<file path="src/rtl/if_stage_fetch_buf_if.sv">
// rtl/if_stage_fetch_buf_if.sv - instruction SRAM split request/response bus
interface if_stage_fetch_buf_if #(
    parameter int ADDR_W = 32
) ();
    logic              inst_sram_req;
    logic              inst_sram_wr;
    logic [1:0]        inst_sram_size;
    logic [3:0]        inst_sram_wstrb;
    logic [ADDR_W-1:0] inst_sram_addr;
    logic [31:0]       inst_sram_wdata;
    logic              inst_sram_addr_ok;
    logic              inst_sram_data_ok;
    logic [31:0]       inst_sram_rdata;

    modport master (
        output inst_sram_req, inst_sram_wr, inst_sram_size, inst_sram_wstrb,
               inst_sram_addr, inst_sram_wdata,
        input  inst_sram_addr_ok, inst_sram_data_ok, inst_sram_rdata
    );

    modport slave (
        input  inst_sram_req, inst_sram_wr, inst_sram_size, inst_sram_wstrb,
               inst_sram_addr, inst_sram_wdata,
        output inst_sram_addr_ok, inst_sram_data_ok, inst_sram_rdata
    );
endinterface

</file>
<file path="src/rtl/if_stage_fetch_buf.sv">
// rtl/if_stage_fetch_buf.sv - instruction fetch stage with circular in-order fetch buffer
module if_stage_fetch_buf #(
    parameter int                ADDR_W    = 32,
    parameter logic [ADDR_W-1:0] RESET_PC  = ADDR_W'(32'h1c000000),
    parameter int                BUF_DEPTH = 4
) (
    input  logic                clk,
    input  logic                reset,
    input  logic                ds_allowin,
    output logic                fs2ds_valid,
    output logic [ADDR_W+32:0]  fs2ds_bus,
    input  logic [ADDR_W:0]     br_zip,
    input  logic                flush,
    input  logic [ADDR_W-1:0]   flush_target,
    if_stage_fetch_buf_if.master sram
);
    localparam int PTR_W = $clog2(BUF_DEPTH);
    localparam int CNT_W = $clog2(BUF_DEPTH + 1);
    localparam logic [CNT_W-1:0] DEPTH_C = CNT_W'(BUF_DEPTH);

    logic [ADDR_W-1:0]   fetch_pc;
    logic [ADDR_W-1:0]   ent_pc   [BUF_DEPTH];
    logic [31:0]         ent_inst [BUF_DEPTH];
    logic [BUF_DEPTH-1:0] ent_done;
    logic [BUF_DEPTH-1:0] ent_adef;
    logic [PTR_W-1:0]    head;
    logic [PTR_W-1:0]    tail;
    logic [PTR_W-1:0]    fill;
    logic [CNT_W-1:0]    count;
    logic [CNT_W-1:0]    pend;         // allocated entries still waiting for data_ok
    logic [CNT_W-1:0]    discard_cnt;  // responses still owed to flushed requests
    logic                halt;

    logic              br_taken;
    logic              redirect;
    logic [ADDR_W-1:0] redirect_pc;
    logic              fetch_ok;
    logic              aligned;
    logic              req;
    logic              accept;
    logic              adef_alloc;
    logic              alloc;
    logic              pop;
    logic              resp_drop;
    logic              resp_live;
    logic              resp_any;

    assign br_taken    = br_zip[ADDR_W];
    assign redirect    = flush | br_taken;
    assign redirect_pc = flush ? flush_target : br_zip[ADDR_W-1:0];

    assign aligned    = (fetch_pc[1:0] == 2'b00);
    assign fetch_ok   = !reset && !halt && (count != DEPTH_C) && !redirect;
    assign req        = fetch_ok && (discard_cnt == '0) && aligned;
    assign accept     = req && sram.inst_sram_addr_ok;
    assign adef_alloc = fetch_ok && !aligned;
    assign alloc      = accept | adef_alloc;

    assign pop        = fs2ds_valid && ds_allowin;
    assign resp_drop  = sram.inst_sram_data_ok && (discard_cnt != '0);
    assign resp_live  = sram.inst_sram_data_ok && (discard_cnt == '0) && (pend != '0);
    assign resp_any   = resp_drop | resp_live;

    assign sram.inst_sram_req   = req;
    assign sram.inst_sram_wr    = 1'b0;
    assign sram.inst_sram_size  = 2'b10;
    assign sram.inst_sram_wstrb = 4'b0000;
    assign sram.inst_sram_addr  = fetch_pc;
    assign sram.inst_sram_wdata = 32'h0;

    assign fs2ds_valid = (count != '0) && ent_done[head];
    assign fs2ds_bus   = fs2ds_valid ? {ent_adef[head], ent_pc[head], ent_inst[head]} : '0;

    // Entry payload: capture pc at allocation, instruction word at response.
    always_ff @(posedge clk) begin
        if (alloc) begin
            ent_pc[tail]   <= fetch_pc;
            ent_adef[tail] <= adef_alloc;
            if (adef_alloc) begin
                ent_inst[tail] <= 32'h0;
            end
        end
        if (resp_live && !redirect && !reset) begin
            ent_inst[fill] <= sram.inst_sram_rdata;
        end
    end

    // Pointers, occupancy, discard accounting, fetch pc and halt.
    always_ff @(posedge clk) begin
        if (reset) begin
            fetch_pc    <= RESET_PC;
            head        <= '0;
            tail        <= '0;
            fill        <= '0;
            count       <= '0;
            pend        <= '0;
            discard_cnt <= '0;
            halt        <= 1'b0;
            ent_done    <= '0;
        end else if (redirect) begin
            // Everything allocated but not yet answered becomes a discard; a
            // response arriving right now is consumed and no longer owed.
            fetch_pc    <= redirect_pc;
            head        <= '0;
            tail        <= '0;
            fill        <= '0;
            count       <= '0;
            pend        <= '0;
            halt        <= 1'b0;
            discard_cnt <= discard_cnt + pend - CNT_W'(resp_any);
        end else begin
            if (accept) begin
                fetch_pc <= fetch_pc + ADDR_W'(4);
            end
            if (alloc) begin
                tail           <= tail + PTR_W'(1);
                ent_done[tail] <= adef_alloc;
            end
            if (adef_alloc) begin
                halt <= 1'b1;
            end
            // A misaligned pc only occurs right after a redirect, when the
            // buffer is empty and fill==tail, so its pre-completed entry
            // advances fill just like a response would.
            if (resp_live || adef_alloc) begin
                fill <= fill + PTR_W'(1);
            end
            if (resp_live) begin
                ent_done[fill] <= 1'b1;
            end
            if (pop) begin
                head <= head + PTR_W'(1);
            end
            count <= count + CNT_W'(alloc) - CNT_W'(pop);
            pend  <= pend + CNT_W'(accept) - CNT_W'(resp_live);
            if (resp_drop) begin
                discard_cnt <= discard_cnt - CNT_W'(1);
            end
        end
    end
endmodule

</file>
<file path="src/flat_wrapper.sv">
// flat-port wrapper written by rule: the top's interface ports become plain ports
module if_stage_fetch_buf_flat 
#(
    parameter int                ADDR_W    = 32,
    parameter logic [ADDR_W-1:0] RESET_PC  = ADDR_W'(32'h1c000000),
    parameter int                BUF_DEPTH = 4
)
  (clk, reset, ds_allowin, fs2ds_valid, fs2ds_bus, br_zip, flush, flush_target, sram_inst_sram_req, sram_inst_sram_wr, sram_inst_sram_size, sram_inst_sram_wstrb, sram_inst_sram_addr, sram_inst_sram_wdata, sram_inst_sram_addr_ok, sram_inst_sram_data_ok, sram_inst_sram_rdata);
  if_stage_fetch_buf_if #(.ADDR_W(ADDR_W)) sram_i ();
  input  logic clk;
  input  logic reset;
  input  logic ds_allowin;
  output logic fs2ds_valid;
  output logic [ADDR_W+32:0] fs2ds_bus;
  input  logic [ADDR_W:0] br_zip;
  input  logic flush;
  input  logic [ADDR_W-1:0] flush_target;
  output wire logic [$bits(sram_i.inst_sram_req)-1:0] sram_inst_sram_req;
  output wire logic [$bits(sram_i.inst_sram_wr)-1:0] sram_inst_sram_wr;
  output wire logic [$bits(sram_i.inst_sram_size)-1:0] sram_inst_sram_size;
  output wire logic [$bits(sram_i.inst_sram_wstrb)-1:0] sram_inst_sram_wstrb;
  output wire logic [$bits(sram_i.inst_sram_addr)-1:0] sram_inst_sram_addr;
  output wire logic [$bits(sram_i.inst_sram_wdata)-1:0] sram_inst_sram_wdata;
  input wire logic [$bits(sram_i.inst_sram_addr_ok)-1:0] sram_inst_sram_addr_ok;
  input wire logic [$bits(sram_i.inst_sram_data_ok)-1:0] sram_inst_sram_data_ok;
  input wire logic [$bits(sram_i.inst_sram_rdata)-1:0] sram_inst_sram_rdata;
  assign sram_inst_sram_req = sram_i.inst_sram_req;
  assign sram_inst_sram_wr = sram_i.inst_sram_wr;
  assign sram_inst_sram_size = sram_i.inst_sram_size;
  assign sram_inst_sram_wstrb = sram_i.inst_sram_wstrb;
  assign sram_inst_sram_addr = sram_i.inst_sram_addr;
  assign sram_inst_sram_wdata = sram_i.inst_sram_wdata;
  assign sram_i.inst_sram_addr_ok = sram_inst_sram_addr_ok;
  assign sram_i.inst_sram_data_ok = sram_inst_sram_data_ok;
  assign sram_i.inst_sram_rdata = sram_inst_sram_rdata;
  if_stage_fetch_buf #(.ADDR_W(ADDR_W), .RESET_PC(RESET_PC), .BUF_DEPTH(BUF_DEPTH)) u_core (.clk(clk), .reset(reset), .ds_allowin(ds_allowin), .fs2ds_valid(fs2ds_valid), .fs2ds_bus(fs2ds_bus), .br_zip(br_zip), .flush(flush), .flush_target(flush_target), .sram(sram_i));
endmodule
</file>
<file path="config.mk">
export PLATFORM = sky130hd
export DESIGN_NAME = if_stage_fetch_buf_flat
export DESIGN_NICKNAME = d
export VERILOG_FILES = /design/src/rtl/if_stage_fetch_buf_if.sv /design/src/rtl/if_stage_fetch_buf.sv /design/src/flat_wrapper.sv
export SDC_FILE = /design/constraint.sdc
export NUM_CORES = 1
export LEC_CHECK = 0
export BUFFER_PORTS_ARGS = -buffer_cell sky130_fd_sc_hd__buf_2
export CELL_PAD_IN_SITES_DETAIL_PLACEMENT = 1
export CELL_PAD_IN_SITES_GLOBAL_PLACEMENT = 1
export CORE_MARGIN = 2
export CORE_UTILIZATION = 46
export CTS_CLUSTER_SIZE = 24
export DETAILED_ROUTE_END_ITERATION = 16
export GPL_ROUTABILITY_DRIVEN = 0
export HOLD_SLACK_MARGIN = 0.03
export MAX_ROUTING_LAYER = met4
export PLACE_DENSITY = 0.89
export SETUP_SLACK_MARGIN = 0.05
export SYNTH_ARGS = -nofsm -noshare
export SYNTH_HDL_FRONTEND = slang
export SYNTH_SLANG_ARGS = --single-unit
</file>
<file path="constraint.sdc">
create_clock -name clk -period 4.15 [get_ports clk]
set_input_delay 0.83 -clock clk [delete_from_list [all_inputs] [get_ports clk]]
set_output_delay 0.83 -clock clk [all_outputs]
set_load 0.005 [all_outputs]
</file>
==> flow_summary.toml, run 1 <==
[floorplan]
die_area_um2 = 32600
rows = 64
ios = 241
core_area_um2 = 30600
initial_core_util_pct = 46.8
dieHeight_um = 180
die_w_um = 180

[power_and_ir_drop]
p_comb_share_pct = 6.8
powerDensity_nw_per_um2 = 429
netSwitchingFraction_pct = 23.0
vdd_ir_drop_max_uv = 301
p_leak_nw = 5.96
clock_power_share_pct = 44.2
p_switching_w = 0.00167
pwr-share-seq_pct = 49.0
p_int_w = 0.00557

[hold_path]
hold_class = "register to register"
holdCritStartpoint = "u_core.ent_done[0]$_SDFFE_PP0P_"

[critical_path]
critPathLaunchType = "register"
required_ns = 4.56
crit_fanout = 14
reg2reg_from = "u_core.discard_cnt[0]$_SDFFE_PP0P_"
crit_path_end_kind = "register"
arrival_ns = 3.79
startpoint = "u_core.discard_cnt[0]$_SDFFE_PP0P_"
crit_type = "register to register"

[cts]
htreeDepth = 2
numCtsBuffers = 35
post-cts-setup-buffer-count = 0
worstSkewPairLatency_ns = 0.52
cts-root-buf = "clkbuf_16"
ctsResizeCount = 0
cts_sinks = 314
clock_path_buffers = 3
path_clk_slew_ns = 0.07
cts_tree = "yes"
cts_hold_buf = 0

[route]
avgViaCountPerCell = 5.88
drtIter0Drc = 915
first_pass_iters = 5
wl_per_cell_um = 25.6
routed-via-count = 9596
route.detailed.drc = 0
ant_nets = 0
wl_mm = 41.9

[final_layout]
utilization_pct = 55.2
synthToLayoutAreaGrowth_pct = 17.8
final_cells = 1633
multi_input_area_um2 = 4990
fin_nets = 1327
layout-drive-gt1-share_pct = 29.3
nFillCells = 3042
regArea_um2 = 8900

[placed_design]
post-place-ws_ns = 0.848
dp_hpwl_mm = 26.0
dp_cells = 1563
port_buffers = 201

[logic_synthesis]
synth_seq_cells = 314
synth_largest_type_area_fraction_pct = 54.5
synth_area_leaders = "edfxtp_1, mux4_2, and2_1"
synth_common_cells = "edfxtp_1, and2_1, mux4_2, dfxtp_1, clkbuf_1"
synth_most_common_cell = "edfxtp_1"
yosysTopAreaCell = "edfxtp_1"
seq_area_frac_synth_pct = 62.0
synth_edf_count = 260
syn_inst = 1000
syn_avg_cell_area_um2 = 14.3
async_reset_ff_share_pct = 0
yosys_warnings = 0
synth_ff_type = "edfxtp_1"
netlist-cell-type-count = 58
syn_area_um2 = 14300

[sta]
post-route-period-util_pct = 81.4
rsz0062_at_grt = "false"
setup_tns_ns = 0
fmax_mhz = 296
relSlewSlack_pct = 32.0
slew_violations = 0
hold_violations = 0
layout_setup_ws_ns = 0.772
worst_pin_slew_ns = 1.02
finClkSkew_ns = 0.0196
whs_ns = 0.511
fin_crit_ns = 3.38
setup_viol = 0

[global_route]
grt-ovfl-total = 0
grt_max_degree = 68
antenna_found_initial = 7
grt_use_total_pct = 26.2
grt_pass1_wl_mm = 63.3
grt_pass1_vias = 10364

[run]
cap_viol_max_count = 0

[outcome]
outcome = "completed"
## metrics by stage
stage / instance area (um2) / total power (W)
after floorplan: 14500 / 0.00388
after global placement: 15700 / 0.00405
after detailed placement: 15700 / 0.00408
after CTS: 16900 / 0.00726
after global routing: 16900 / 0.00742
final: 16900 / 0.00724
## registers in the layout (all words and copies together), names as in the netlist, named ones only
signal,cells
u_core.ent_done,4
u_core.count,3
u_core.ent_inst,128
u_core.ent_pc,128
u_core.tail,2
u_core.discard_cnt,3
u_core.fill,2
u_core.halt,1
u_core.pend,3
u_core.ent_adef,4
u_core.sram.inst_sram_addr,32
u_core.head,2
## worst max-delay path: stages (launching register included)
cell and delay, ns:
dfxtp_1 0.32, inv_1 0.11, ha_1 0.21, or4b_4 0.50, or4b_4 0.63, nor2_1 0.39, ha_1 0.23, inv_1 0.05
fa_1 0.38, xor2_1 0.22, xnor2_1 0.16, nor2_1 0.06
## final timing paths
| check | cells after the start | end | slack [ns] |
|---|---|---|---|
| worst max-delay path | 11 | u_core.pend[2]$_SDFF_PP0_ | 0.77 |
| worst min-delay path | 1 | u_core.ent_done[0]$_SDFFE_PP0P_ | 0.51 |
| worst max register to register | 11 | u_core.pend[2]$_SDFF_PP0_ | 0.77 |
| worst min register to register | 1 | u_core.ent_done[0]$_SDFFE_PP0P_ | 0.51 |
## power groups by stage
stage | sequential, W | combinational, W | clock, W
after floorplan | 0.00357 | 0.000309 | 0
after global placement | 0.00359 | 0.000455 | 0
after detailed placement | 0.00361 | 0.000477 | 0
after CTS | 0.00354 | 0.000490 | 0.00323
after global routing | 0.00355 | 0.000537 | 0.00333
final | 0.00354 | 0.000495 | 0.00320
## area by class of cell
type                       instances  area share, %
sequential                       314           52.7
multi-input combinational        606           29.6
timing repair buffer             226           7.22
clock buffer                      46           5.74
tap                              396           2.94
clock inverter                    17           1.23
inverter                          21          0.467
antenna                            7          0.104
## metal layers
metal	GRT usage [%]	vias to the layer above	wire, um
li1	-	4088	-
met5	-	-	0
met4	12.4	0	2010
met2	43.3	498	20900
met3	3.35	148	2820
met1	32.1	4862	16200
## cell families (layout without fill, tap and decap cells)
logic type	Yosys count	after routing	share of synthesized area, %
fa+ha+maj	20	20	1.90
compound gates	98	98	4.96
mux	74	74	10.9
xor+xnor	26	26	1.59
simple gates	349	349	14.4
buf+inv	117	310	4.09
flops	314	314	62.0
other cells	2	46	0.0524
## layout by cell type (no fill, tap or decap), types with 17 or more instances in the layout
cell type and instances:
edfxtp_1 260, and2_1 203, nand2_1 25, buf_2 201, ha_1 17, dfxtp_1 52
conb_1 39, mux4_2 66, nor2_1 38, clkbuf_16 36, buf_4 23, inv_1 20
(Power assumes the default switching activity.)
==> run 2: changes to the inputs <==
--- a/config.mk
+++ b/config.mk
@@ -9,13 +9,13 @@
 export CELL_PAD_IN_SITES_DETAIL_PLACEMENT = 1
 export CELL_PAD_IN_SITES_GLOBAL_PLACEMENT = 1
 export CORE_MARGIN = 2
-export CORE_UTILIZATION = 46
+export CORE_UTILIZATION = 42
 export CTS_CLUSTER_SIZE = 24
 export DETAILED_ROUTE_END_ITERATION = 16
 export GPL_ROUTABILITY_DRIVEN = 0
 export HOLD_SLACK_MARGIN = 0.03
 export MAX_ROUTING_LAYER = met4
-export PLACE_DENSITY = 0.89
+export PLACE_DENSITY = 0.86
 export SETUP_SLACK_MARGIN = 0.05
 export SYNTH_ARGS = -nofsm -noshare
 export SYNTH_HDL_FRONTEND = slang
==> constraint.sdc (replaced) <==
create_clock -name clk -period 3 [get_ports clk]
set_input_delay 0.6 -clock clk [delete_from_list [all_inputs] [get_ports clk]]
set_output_delay 0.6 -clock clk [all_outputs]
set_load 0.005 [all_outputs]
==> run 2 against run 1 <==
Effect of this change: worst hold slack got worse by 0.20 ns; critical path depth unchanged; sequential cell count unchanged; critical endpoint unchanged; wire length is 4.9% lower; clock skew grew 0.015 ns; highest routed layer unchanged; clock power is 13% higher; die area increased by 9.3%; global-route usage shrank 3.4 points; cell count is 4.4% higher.
==> flow_summary.toml, run 2 (same netlist as run 1, synthesis figures left out) <==
[placed_design]
dp_hpwl_mm = 26.8
port_buffers = 201
placed_area_um2 = 16100
post-place-ws_ns = 0.0559

[global_route]
grt_pass1_vias = 10150
grt_max_degree = 68
grt-ovfl-total = 0
antenna_found_initial = 3
grt_pass1_wl_mm = 60.4
grt_use_total_pct = 22.8

[cts]
numCtsBuffers = 31
cts-root-buf = "clkbuf_16"
worstSkewPairLatency_ns = 0.57
htreeDepth = 1
clock_path_buffers = 3
cts_tree = "yes"
path_clk_slew_ns = 0.07
cts_sinks = 314

[critical_path]
max_stage_delay_ns = 0.57
crit_buf_inv = 2
critPathLaunchType = "register"
crit_family = "simple AND/OR/NAND/NOR gates"
crit_path_end_kind = "register"
crit_type = "register to register"
cp_common_cell = "or4b_4"
crit_fanout = 4
cpMaxStageDelayCell = "or4b_4"
worstPathCellList = "inv_2 > ha_4 > or4b_4 > or4b_4 > nor2_4 > ha_1 > inv_1 > fa_1 > xor2_1 > xnor2_1 > nor2_1"
required_ns = 3.43
arrival_ns = 3.27

[final_layout]
final_cell_mix = "edfxtp_1, buf_2, and2_1"
utilization_pct = 51.1
finalInstanceArea_um2 = 17100
layout-drive-gt1-share_pct = 31.5
synthToLayoutAreaGrowth_pct = 19.6
fin_nets = 1351
nFillCells = 3387
final_common_cell = "edfxtp_1"

[sta]
rsz0062_at_grt = "false"
fmax_mhz = 352
slew_violations = 0
worst_pin_slew_ns = 0.994
post-route-period-util_pct = 94.6
layout_setup_ws_ns = 0.161
fin_crit_ns = 2.84
finClkSkew_ns = 0.0344
setup_viol = 0
relSlewSlack_pct = 33.6
hold_violations = 0

[floorplan]
rows = 67
die_w_um = 189
ios = 241
initial_core_util_pct = 42.7
die_area_um2 = 35600
dieHeight_um = 189
core_area_um2 = 33500

[route]
routed-via-count = 9395
ant_nets = 0
drtIter0Drc = 779
route.detailed.drc = 0
wl_per_cell_um = 23.4
avgViaCountPerCell = 5.51
first_pass_iters = 5
wl_mm = 39.8

[power_and_ir_drop]
vdd_ir_drop_max_uv = 399
p_leak_nw = 6.02
powerDensity_nw_per_um2 = 544

[hold_path]
hold_class = "input port to register"

[run]
cap_viol_max_count = 0

[outcome]
outcome = "completed"
## run 2: cell count changes in the layout (fill, tap and decap cells not counted), moves of 3 or more
| cell | previous run | this run |
|---|---|---|
| buf_12 | 2 | 16 |
| buf_4 | 23 | 36 |
| clkbuf_16 | 36 | 31 |
| clkinv_2 | 2 | 7 |
| a21o_1 | 4 | 0 |
| a21o_2 | 0 | 4 |
| and2_1 | 203 | 199 |
| and2_4 | 0 | 4 |
| bufinv_16 | 4 | 1 |
| clkbuf_8 | 3 | 0 |
| diode_2 | 7 | 4 |
## run 2: worst reg2reg max path: cells and delay by family, from the launching register on
kind	cells	cell delay, ns
adder cells (fa/ha/maj)	3	0.70
XOR/XNOR	2	0.32
buffers and inverters	2	0.15
AND/OR/NAND/NOR	4	1.22
flip-flops	1	0.32
## run 2: cell type report
cell class | count | area [um2] | area share, %
Antenna cell | 4 | 10.0 | 0.0584
Clock buffer | 39 | 806 | 4.70
Clock inverter | 19 | 124 | 0.723
Inverter | 21 | 78.8 | 0.460
Multi-Input combinational cell | 606 | 5050 | 29.5
Sequential cell | 314 | 8890 | 51.9
Tap cell | 448 | 561 | 3.27
Timing Repair Buffer | 254 | 1610 | 9.41
## run 2: repair_timing
| action | in CTS | in global routing |
|---|---|---|
| hold buffers | 0 | 0 |
| gates resized for setup | 4 | 6 |
| buffers inserted | 0 | 3 |
| pin swaps | 0 | 1 |
| endpoints found under the setup margin | 67 | 69 |
## run 2: report_power, final
part / internal, W / total (W) / switching (W)
sequential: 0.00478 / 0.00488 / 0.000102
clock: 0.00198 / 0.00363 / 0.00165
combinational: 0.000356 / 0.000803 / 0.000447
## run 2: routing by layer
| metal | share of wire, % | GRT usage [%] | vias to the layer above |
|---|---|---|---|
| met5 | 0 | - | - |
| met4 | 3.6 | 9.07 | 0 |
| met3 | 4.9 | 3.05 | 101 |
| met2 | 52 | 38.6 | 323 |
| met1 | 40 | 27.7 | 4846 |
| li1 | - | - | 4125 |
## run 2: final timing paths
check                                          start  slack (ns)                                    endpoint  cells after the start
setup / recovery  u_core.discard_cnt[0]$_SDFFE_PP0P_        0.16                   u_core.pend[2]$_SDFF_PP0_                     11
hold / removal                       flush_target[7]        0.31  u_core.sram.inst_sram_addr[7]$_SDFFE_PP0P_                      3
setup reg to reg  u_core.discard_cnt[0]$_SDFFE_PP0P_        0.16                   u_core.pend[2]$_SDFF_PP0_                     11
hold reg to reg      u_core.ent_done[2]$_SDFFE_PP0P_        0.49             u_core.ent_done[2]$_SDFFE_PP0P_                      1
## run 2: stage by stage
stage	std cells	TNS [ns]	total power, W	hold slack (ns)
after global placement	1640	0	0.00565	0.474
after CTS	1698	0	0.00932	0.295
after global routing	1704	0	0.00961	0.303
after detailed placement	1640	0	0.00571	0.473
final	1705	0	0.00932	0.312
after floorplan	1037	-0.0249	0.00537	0.456
==> run 3: changes to the inputs <==
--- a/config.mk
+++ b/config.mk
@@ -5,10 +5,10 @@
 export SDC_FILE = /design/constraint.sdc
 export NUM_CORES = 1
 export LEC_CHECK = 0
+export ABC_AREA = 0
 export BUFFER_PORTS_ARGS = -buffer_cell sky130_fd_sc_hd__buf_2
 export CELL_PAD_IN_SITES_DETAIL_PLACEMENT = 1
 export CELL_PAD_IN_SITES_GLOBAL_PLACEMENT = 1
-export CORE_MARGIN = 2
 export CORE_UTILIZATION = 42
 export CTS_CLUSTER_SIZE = 24
 export DETAILED_ROUTE_END_ITERATION = 16
==> run 3 against run 2 <==
Effect of this change: fmax shrank 0.18%; core utilization hardly changed; via count is 1.1% lower; sequential share of layout area hardly changed; global-route usage about the same; power increased by 5.4%; critical path type unchanged; critical endpoint is now u_core.sram.inst_sram_addr[30]$_SDFFE_PP0P_.
==> flow_summary.toml, run 3 (same netlist as run 1, synthesis figures left out) <==
[floorplan]
ios = 241
dieHeight_um = 187
core_area_um2 = 33500
rows = 67
die_w_um = 187
die_area_um2 = 34900
initial_core_util_pct = 42.7

[final_layout]
final_common_cell = "edfxtp_1"
final_cell_mix = "edfxtp_1, buf_2, and2_1"
final_cells = 1699
fin_nets = 1346
nFillCells = 3468
synthToLayoutAreaGrowth_pct = 19.5
utilization_pct = 51.1
layout-drive-gt1-share_pct = 31.2

[critical_path]
crit_path_end_kind = "register"
critPathLaunchType = "register"
arrival_ns = 3.27
crit_fanout = 13
max_stage_delay_ns = 0.52
required_ns = 3.42
cpMaxStageDelayCell = "or4b_4"
crit_type = "register to register"
worstPathCellList = "inv_2 > ha_2 > or4b_4 > or4b_4 > buf_4 > or3_1 > or4_1 > o211ai_1"
cp_common_cell = "or4b_4"

[global_route]
grt_pass1_wl_mm = 59.2
grt-ovfl-total = 0
antenna_found_initial = 2
grt_use_total_pct = 22.7
grt_pass1_vias = 10274
grt_max_degree = 68

[sta]
fmax_mhz = 352
relSlewSlack_pct = 40.1
finClkSkew_ns = 0.0177
worst_pin_slew_ns = 0.897
fin_crit_ns = 2.84
whs_ns = 0.353
setup_tns_ns = 0
setup_viol = 0
hold_violations = 0
rsz0062_at_grt = "true"
layout_setup_ws_ns = 0.156
post-route-period-util_pct = 94.8
slew_violations = 0

[cts]
path_clk_slew_ns = 0.06
cts-root-buf = "clkbuf_16"
clock_path_buffers = 3
worstSkewPairLatency_ns = 0.51
cts_tree = "yes"
numCtsBuffers = 34
cts_sinks = 314
htreeDepth = 2

[route]
ant_nets = 0
first_pass_iters = 5
drtIter0Drc = 608
routed-via-count = 9295
wl_per_cell_um = 22.9
route.detailed.drc = 0
avgViaCountPerCell = 5.47
wl_mm = 39.0

[power_and_ir_drop]
vdd_ir_drop_max_uv = 300
p_leak_nw = 6.04
powerDensity_nw_per_um2 = 573

[placed_design]
dp_hpwl_mm = 25.4
post-place-ws_ns = 0.128
dp_cells = 1632
port_buffers = 201

[outcome]
outcome = "completed"

[run]
cap_viol_max_count = 0

[hold_path]
hold_class = "input port to register"
[run 3: area by class of cell]
cell class	count	area, um2	area share [%]
timing repair buffer	246	1430	8.33
antenna	2	5.00	0.0292
tap	448	561	3.27
multi-input combinational	606	5030	29.4
sequential	314	8890	51.9
clock inverter	16	158	0.921
clock buffer	46	970	5.66
inverter	21	78.8	0.460
[run 3: routing by layer]
metal	up-vias	global-route usage [%]	wire length, um	share of wire [%]
li1	4116	-	-	-
met1	4768	27.0	15600	40
met2	321	39.4	20500	53
met3	90	2.97	1710	4.4
met4	0	8.51	1200	3.1
met5	-	-	0	0
[run 3: path summary, 6_finish.rpt]
check                                                   startpoint                                           to  slack [ns]  cells after the start
worst min register to register     u_core.ent_done[0]$_SDFFE_PP0P_              u_core.ent_done[0]$_SDFFE_PP0P_        0.51                      1
worst max-delay path            u_core.discard_cnt[0]$_SDFFE_PP0P_  u_core.sram.inst_sram_addr[30]$_SDFFE_PP0P_        0.16                      8
worst max register to register  u_core.discard_cnt[0]$_SDFFE_PP0P_  u_core.sram.inst_sram_addr[30]$_SDFFE_PP0P_        0.16                      8
worst min-delay path                               flush_target[0]   u_core.sram.inst_sram_addr[0]$_SDFFE_PP0P_        0.35                      3
[run 3: critical path, delay by kind of cell, from the launching register on]
family	cells	cell delay (ns)
AOI/OAI and AO/OA	1	0.11
adders and majority gates	1	0.20
buffers and inverters	2	0.30
DFF	1	0.34
and+or+nand+nor	4	1.81
[run 3: report_power, final]
group	switching [W]	total [W]	internal [W]
clock network	0.00169	0.00423	0.00254
logic	0.000402	0.000710	0.000308
registers	0.000104	0.00488	0.00478
total	0.00219	0.00982	0.00762
[run 3: what timing repair did]
item / 4_1_cts / 5_1_grt
buffers inserted: 3 / 0
gates resized for setup: 1 / 6
pin swaps: 0 / 0
hold buffers: 0 / 0
setup endpoints to repair: 56 / 8
[run 3: per-stage QoR]
stage	total power (W)	cell area, um2
after floorplan	0.00537	14500
after global placement	0.00562	15900
after detailed placement	0.00566	15900
after CTS	0.00986	17100
after global routing	0.0101	17100
final	0.00982	17100
